--- config.mk ---
export PLATFORM = sky130hd
export DESIGN_NAME = uart_param
export DESIGN_NICKNAME = d
export VERILOG_FILES = /design/src/rtl/uart_param.sv
export SDC_FILE = /design/constraint.sdc
export NUM_CORES = 1
export LEC_CHECK = 0
export CAP_MARGIN = 20
export CORE_MARGIN = 2
export CORE_UTILIZATION = 55
export CTS_CLUSTER_SIZE = 25
export DETAILED_ROUTE_END_ITERATION = 12
export PLACE_DENSITY = 0.68
export SYNTH_ARGS = -nofsm -noshare
export SYNTH_HDL_FRONTEND = slang
export SYNTH_HIERARCHICAL = 1
export SYNTH_SLANG_ARGS = --single-unit
--- constraint.sdc ---
create_clock -name clk -period 9.4 [get_ports clk]
set_input_delay 2.82 -clock clk [delete_from_list [all_inputs] [get_ports clk]]
set_output_delay 2.82 -clock clk [all_outputs]
set_load 0.005 [all_outputs]
--- src/rtl/uart_param.sv ---
// UART with TX/RX FIFOs, runtime parity/stop selection and 8-bit register bus.
// Single clock domain; rx_bit is synchronised before use.
module uart_param_fifo #(
    parameter int W     = 8,
    parameter int DEPTH = 16
) (
    input  logic         clk,
    input  logic         reset,
    input  logic         push,
    input  logic         pop,
    input  logic [W-1:0] din,
    output logic [W-1:0] dout,
    output logic         full,
    output logic         empty
);
    localparam int AW = $clog2(DEPTH);

    logic [W-1:0] mem [DEPTH];
    logic [AW-1:0] wp, rp;
    logic [AW:0] cnt;
    logic do_push, do_pop;

    assign full    = cnt == (AW+1)'(DEPTH);
    assign empty   = cnt == '0;
    assign do_push = push && !full;
    assign do_pop  = pop && !empty;
    assign dout    = mem[rp];

    always_ff @(posedge clk)
        if (do_push) mem[wp] <= din;

    always_ff @(posedge clk) begin
        if (reset) begin
            wp  <= '0;
            rp  <= '0;
            cnt <= '0;
        end else begin
            if (do_push) wp <= wp + AW'(1);
            if (do_pop) rp <= rp + AW'(1);
            cnt <= cnt + (AW+1)'(do_push) - (AW+1)'(do_pop);
        end
    end
endmodule

module uart_param #(
    parameter int DATA_BITS   = 8,
    parameter int FIFO_DEPTH  = 16,
    parameter int OVERSAMPLE  = 16,
    parameter int DIV_WIDTH   = 16,
    parameter int DEFAULT_DIV = 38
) (
    input  logic       clk,
    input  logic       reset,
    output logic       tx_bit,
    input  logic       rx_bit,
    input  logic [2:0] wb_addr,
    input  logic [7:0] wb_data_in,
    output logic [7:0] wb_data_out,
    input  logic       wb_we,
    input  logic       wb_stb,
    output logic       wb_ack,
    output logic       irq
);
    localparam int SW = $clog2(2 * OVERSAMPLE);
    localparam int IW = $clog2(DATA_BITS);
    localparam logic [SW-1:0] OS_END   = SW'(OVERSAMPLE - 1);
    localparam logic [SW-1:0] OS2_END  = SW'(2 * OVERSAMPLE - 1);
    localparam logic [SW-1:0] HALF_END = SW'(OVERSAMPLE / 2 - 1);
    localparam logic [IW-1:0] LAST     = IW'(DATA_BITS - 1);

    typedef enum logic [2:0] {
        T_IDLE, T_START, T_DATA, T_PAR, T_STOP
    } tx_state_t;
    typedef enum logic [2:0] {
        R_IDLE, R_START, R_DATA, R_PAR, R_STOP, R_BRK
    } rx_state_t;

    logic acc, wr, rd;
    logic tx_push, tx_pop, rx_push, rx_pop, st_rd;
    logic tx_full, tx_empty, rx_full, rx_empty, tx_busy;
    logic [DATA_BITS-1:0] tx_dout, rx_dout;
    logic [DIV_WIDTH-1:0] div_r, tcnt;
    logic [15:0] div_pad;
    logic [4:0] ctrl;
    logic [7:0] rdata, status;
    logic tick;
    logic ovr, frm, par;

    assign acc     = wb_stb && !wb_ack;
    assign wr      = acc && wb_we;
    assign rd      = acc && !wb_we;
    assign tx_push = wr && wb_addr == 3'd0;
    assign rx_pop  = rd && wb_addr == 3'd1;
    assign st_rd   = rd && wb_addr == 3'd5;
    assign div_pad = 16'(div_r);
    assign tick    = tcnt == div_r;
    assign status  = {tx_busy, par, frm, ovr,
                      rx_empty, rx_full, tx_empty, tx_full};

    uart_param_fifo #(.W(DATA_BITS), .DEPTH(FIFO_DEPTH)) u_txf (
        .clk(clk), .reset(reset), .push(tx_push), .pop(tx_pop),
        .din(wb_data_in[DATA_BITS-1:0]), .dout(tx_dout),
        .full(tx_full), .empty(tx_empty)
    );

    always_comb begin
        rdata = '0;
        unique case (wb_addr)
            3'd1:    rdata = rx_empty ? '0 : 8'(rx_dout);
            3'd2:    rdata = div_pad[7:0];
            3'd3:    rdata = div_pad[15:8];
            3'd4:    rdata = {3'b000, ctrl};
            3'd5:    rdata = status;
            default: rdata = '0;
        endcase
    end

    always_ff @(posedge clk) begin
        if (reset) begin
            wb_ack      <= 1'b0;
            wb_data_out <= '0;
            div_r       <= DIV_WIDTH'(DEFAULT_DIV);
            ctrl        <= '0;
            irq         <= 1'b0;
        end else begin
            wb_ack <= acc;
            if (acc) wb_data_out <= rdata;
            if (wr) begin
                unique case (wb_addr)
                    3'd2: div_r <= DIV_WIDTH'({div_pad[15:8], wb_data_in});
                    3'd3: div_r <= DIV_WIDTH'({wb_data_in, div_pad[7:0]});
                    3'd4: ctrl  <= wb_data_in[4:0];
                    default: ;
                endcase
            end
            irq <= (ctrl[3] && !rx_empty) ||
                   (ctrl[4] && tx_empty && !tx_busy);
        end
    end

    // Any divider write restarts the tick phase.
    always_ff @(posedge clk) begin
        if (reset || tick || (wr && (wb_addr == 3'd2 || wb_addr == 3'd3)))
            tcnt <= '0;
        else
            tcnt <= tcnt + DIV_WIDTH'(1);
    end

    tx_state_t ts;
    logic [SW-1:0] tsc;
    logic [IW-1:0] tidx;
    logic [DATA_BITS-1:0] tsh;
    logic tpar, tpen, t2s;

    assign tx_busy = ts != T_IDLE;
    assign tx_pop  = tick && ts == T_IDLE && !tx_empty;

    // Frame format is latched at pop so CTRL edits never split a frame.
    always_ff @(posedge clk) begin
        if (reset) begin
            ts <= T_IDLE; tx_bit <= 1'b1; tsc <= '0; tidx <= '0;
            tsh <= '0; tpar <= 1'b0; tpen <= 1'b0; t2s <= 1'b0;
        end else if (tick) begin
            tsc <= tsc + SW'(1);
            case (ts)
                T_IDLE: begin
                    tsc <= '0;
                    if (!tx_empty) begin
                        ts <= T_START; tx_bit <= 1'b0; tsh <= tx_dout;
                        tpar <= ^tx_dout ^ ctrl[1];
                        tpen <= ctrl[0]; t2s <= ctrl[2];
                    end
                end
                T_START: if (tsc == OS_END) begin
                    ts <= T_DATA; tx_bit <= tsh[0]; tsc <= '0; tidx <= '0;
                end
                T_DATA: if (tsc == OS_END) begin
                    tsc <= '0;
                    if (tidx == LAST) begin
                        ts <= tpen ? T_PAR : T_STOP;
                        tx_bit <= tpen ? tpar : 1'b1;
                    end else begin
                        tidx <= tidx + IW'(1);
                        tsh <= tsh >> 1;
                        tx_bit <= tsh[1];
                    end
                end
                T_PAR: if (tsc == OS_END) begin
                    ts <= T_STOP; tx_bit <= 1'b1; tsc <= '0;
                end
                T_STOP: if (tsc == (t2s ? OS2_END : OS_END)) begin
                    ts <= T_IDLE; tsc <= '0;
                end
                default: ts <= T_IDLE;
            endcase
        end
    end

    rx_state_t rs;
    logic [1:0] rsync;
    logic rx_s;
    logic [SW-1:0] rsc;
    logic [IW-1:0] ridx;
    logic [DATA_BITS-1:0] rsh;
    logic rpen, rodd, rbad;

    assign rx_s    = rsync[1];
    assign rx_push = tick && rs == R_STOP && rsc == OS_END;

    uart_param_fifo #(.W(DATA_BITS), .DEPTH(FIFO_DEPTH)) u_rxf (
        .clk(clk), .reset(reset), .push(rx_push), .pop(rx_pop),
        .din(rsh), .dout(rx_dout), .full(rx_full), .empty(rx_empty)
    );

    always_ff @(posedge clk) begin
        if (reset) begin
            rsync <= 2'b11; rs <= R_IDLE; rsc <= '0; ridx <= '0;
            rsh <= '0; rpen <= 1'b0; rodd <= 1'b0; rbad <= 1'b0;
            ovr <= 1'b0; frm <= 1'b0; par <= 1'b0;
        end else begin
            rsync <= {rsync[0], rx_bit};
            if (st_rd) begin
                ovr <= 1'b0; frm <= 1'b0; par <= 1'b0;
            end
            case (rs)
                R_IDLE: if (!rx_s) begin
                    rs <= R_START; rsc <= '0;
                end
                R_START: if (tick) begin
                    rsc <= rsc + SW'(1);
                    if (rsc == HALF_END) begin
                        rs <= rx_s ? R_IDLE : R_DATA;
                        rsc <= '0; ridx <= '0; rbad <= 1'b0;
                        rpen <= ctrl[0]; rodd <= ctrl[1];
                    end
                end
                R_DATA: if (tick) begin
                    rsc <= rsc + SW'(1);
                    if (rsc == OS_END) begin
                        rsc <= '0;
                        rsh <= {rx_s, rsh[DATA_BITS-1:1]};
                        ridx <= ridx + IW'(1);
                        if (ridx == LAST) rs <= rpen ? R_PAR : R_STOP;
                    end
                end
                R_PAR: if (tick) begin
                    rsc <= rsc + SW'(1);
                    if (rsc == OS_END) begin
                        rsc <= '0; rs <= R_STOP;
                        rbad <= rx_s != (^rsh ^ rodd);
                    end
                end
                R_STOP: if (tick) begin
                    rsc <= rsc + SW'(1);
                    if (rsc == OS_END) begin
                        rsc <= '0;
                        rs <= rx_s ? R_IDLE : R_BRK;
                        if (!rx_s) frm <= 1'b1;
                        if (rbad) par <= 1'b1;
                        if (rx_full) ovr <= 1'b1;
                    end
                end
                R_BRK: if (rx_s) rs <= R_IDLE;
                default: rs <= R_IDLE;
            endcase
        end
    end
endmodule

==> impl_metrics.ini <==
[run]
max_cap_violations = 0

[synth]
synth_warnings = 6
synth_edf_count = 256
synth_cells = 1218
ys_seq_area_share_pct = 61.5
syn_area_per_cell_sq_um = 13.8
synth.distinct_cells = 83
syn_nets = 1269
synthArstFlopShare_pct = 0
ys_ff_latch = 387
ys.flop_type = edfxtp_1
syn-cell-area_sq_um = 16800

[status]
status = completed

[sta]
fin_crit_sh_pct = 69.4
tightest_slew_ps = 919
fin_crit_ps = 6520
skew_ps = 21.5
finalHoldViolCount = 0
rsz0062_at_grt = false
slew_viol_final = 0
setup_tns_ps = 0
holdWs_ps = 409
setup_viol = 0
slew_headroom_pct = 38.5
timing.fmax_mhz = 153

[critical_path]
cpLargestDelayFamily = simple AND/OR/NAND/NOR gates
end_kind = flop
slowest_delay_ps = 800
worstPathRequired_ps = 9780
crit_cells = 13
worst-setup-path-type = in -> reg
crit_path_start_kind = input port
slowest_stage = clkdlybuf4s50_1
crit_buf_inv = 3
arrival_ps = 6900
cp_max_fo = 18
crit_chain = clkdlybuf4s50_1 -> and3b_1 -> nor3b_1 -> nand2_1 -> ha_1 -> inv_1 -> ha_1 -> inv_1 -> fa_1 -> nor2b_1 -> o21bai_1 -> a21oi_1 -> nor3b_1
worst_r2r_path_depth = 14

[route]
ant_nets = 0
wl_per_cell_um = 21.2
vias = 9915
remaining_drc_errors = 0
firstDrtPassIters = 6
drt_wl_total_um = 35200
drt_iter0_drc = 1100
via_per_inst = 5.99

[grt]
overflow = 0
gr-usage-all-layers_pct = 22.6
grt_pass1_vias = 9691
grt_max_degree = 57
antenna_found_initial = 1
grt_pass1_wl_um = 54500

[die]
pin_count = 27
design.die.area_sq_um = 31900
die_x_um = 179
dieHeight_um = 179
start_util_pct = 56.3
row_count = 63
core-area_sq_um = 29800

[clocking]
clock_tree.buffer_depth = 3
cts_tree = yes
cts_hold_buf = 0
root_buffer = clkbuf_16
post-cts-setup-buffers = 0
cts_buffers = 40
cts_sinks = 387
cts.htree.levels = 2
clkTransAtPathRegs_ps = 60
ctsResizeCount = 0
clkLatencyLatePin_ps = 530

[final_layout]
instances_no_fill = 1656
nNetsFinal = 1288
postLayoutCellArea_sq_um = 18600
n_antenna_cell = 0
area_growth_pct = 11.2
drive_above_1_share_pct = 11.6

[min_path]
hold_depth = 1
min_path_type = reg -> reg

[placement]
gp_congestion = 0.846
placed_cells = 1585
port_buffers = 26
place_area_sq_um = 17300
hpwl_um = 23100

[power_and_ir_drop]
power_mw = 3.62
ir_drop_uv = 164
power_density_nw_per_um2 = 194
power.leakage_nw = 6.37
layout make-up:
type	count	area, sq um
well taps	390	488
multi-input cells	724	5920
flip-flops and latches	387	10300
repair buffers	42	378
clock buffers	51	1130
fillers	2203	11200
inverters	42	158
clock inverters	20	253
metrics by stage:
| step | worst slack (ps) | util (%) |
|---|---|---|
| global placement | 2510 | 57.9 |
| finish | 2880 | 62.5 |
| CTS | 2940 | 62.5 |
| floorplan | 3830 | - |
| detailed placement | 2410 | 57.9 |
| global route | 2560 | 62.5 |
synth_stat cells, types with 3 or more instances:
library cell,n,area [sq um]
mux4_1,22,578
a21oi_1,55,275
nand2_1,71,267
ha_1,33,413
or4b_1,5,50.1
a222oi_1,3,30.0
nor2b_1,12,75.1
nor3b_1,11,82.6
o22ai_1,4,25.0
edfxtp_1,256,7690
a22oi_1,33,248
and2_1,23,144
xor2_1,35,307
nand2b_1,6,37.5
nand3_1,53,265
buf_6,8,90.1
a31oi_1,12,75.1
mux4_2,42,946
nor3_1,6,30.0
clkbuf_1,31,116
xnor2_1,29,254
inv_1,40,150
nor4_1,10,62.6
buf_4,4,30.0
clkdlybuf4s25_2,6,60.1
a211oi_1,11,82.6
o21ai_0,36,180
nand4_1,12,75.1
or4_1,3,22.5
a32oi_1,6,52.6
or3_1,6,37.5
nor2_1,83,312
mux2_2,4,45.0
and3_1,9,56.3
buf_2,14,70.1
dfxtp_1,131,2620
mux2i_1,26,260
placed cells by master, fill, tap and decap left out, types with 3 or more instances in the layout:
| cell type | n |
|---|---|
| o21ai_0 | 36 |
| xor2_1 | 35 |
| mux2_2 | 4 |
| nor2_1 | 83 |
| o22ai_1 | 4 |
| nor4_1 | 10 |
| a22oi_1 | 33 |
| inv_1 | 40 |
| nand2_1 | 71 |
| and3_1 | 9 |
| nand2b_1 | 6 |
| clkbuf_1 | 6 |
| bufinv_16 | 5 |
| mux4_1 | 22 |
| dfxtp_1 | 129 |
| mux2i_1 | 26 |
| clkinvlp_4 | 4 |
| and2_1 | 23 |
| clkdlybuf4s50_1 | 25 |
| clkinv_2 | 7 |
| clkbuf_16 | 43 |
| a31oi_1 | 12 |
| nand4_1 | 12 |
| or4_1 | 3 |
| clkinv_1 | 3 |
| xnor2_1 | 29 |
| or4b_1 | 5 |
| mux4_2 | 42 |
| a211oi_1 | 11 |
| edfxtp_1 | 256 |
| a222oi_1 | 3 |
| buf_4 | 17 |
| a32oi_1 | 6 |
| ha_1 | 33 |
| a21oi_1 | 55 |
| nor3_1 | 6 |
| nor2b_1 | 12 |
| nand3_1 | 53 |
| nor3b_1 | 11 |
| or3_1 | 6 |
kinds of logic after synthesis:
logic type	after synthesis	share of synthesized area, %
and+or+nand+nor	336	10.7
xor gates and xnor gates	66	3.58
buffers and inverters	107	3.17
DFF	387	61.5
adders and majority gates	35	2.70
muxes	94	10.9
AOI/OAI and AO/OA	193	7.41
where the power goes:
part           leakage (nW)  switching [mW]  internal (mW)
Combinational          2.31           0.106         0.0593
Clock                 0.667           0.638          0.989
Sequential             3.40          0.0167           1.81
Total                  6.37           0.761           2.86
worst register-to-register path: cells and delay by family (launching register included):
family,cells,cell delay (ps)
buffers and inverters,2,440
and+or+nand+nor,6,1680
adders and majority gates,3,1000
xor gates and xnor gates,1,120
DFF,1,460
AOI/OAI and AO/OA,2,280
registers in the layout, indices dropped and copies added, names as in the netlist, 4 cells and up, named ones only:
register     count
ctrl             5
div_pad         16
rsc              5
rsh              8
tcnt            16
tsc              5
tsh              8
u_rxf/cnt        5
u_rxf/mem      128
u_rxf/rp         4
u_rxf/wp         4
u_txf/cnt        5
u_txf/mem      128
u_txf/rp         4
u_txf/wp         4
wb_data_out      8
path summary, 6_finish.rpt:
path / slack (ps) / endpoint / startpoint
max: 2880 / u_txf/cnt[4] / wb_addr[0]
min: 410 / rsync[1] / rsync[0]
max reg2reg: 5370 / u_rxf/cnt[4] / tcnt[6]
min reg2reg: 410 / rsync[1] / rsync[0]
routing by layer:
| layer | share of wire, % | global-route usage (%) |
|---|---|---|
| met1 | 44 | 30.9 |
| met2 | 48 | 37.2 |
| met3 | 5.6 | 3.50 |
| met4 | 2.5 | 7.49 |
| met5 | 0.051 | 0 |
(Power assumes the default switching activity.)
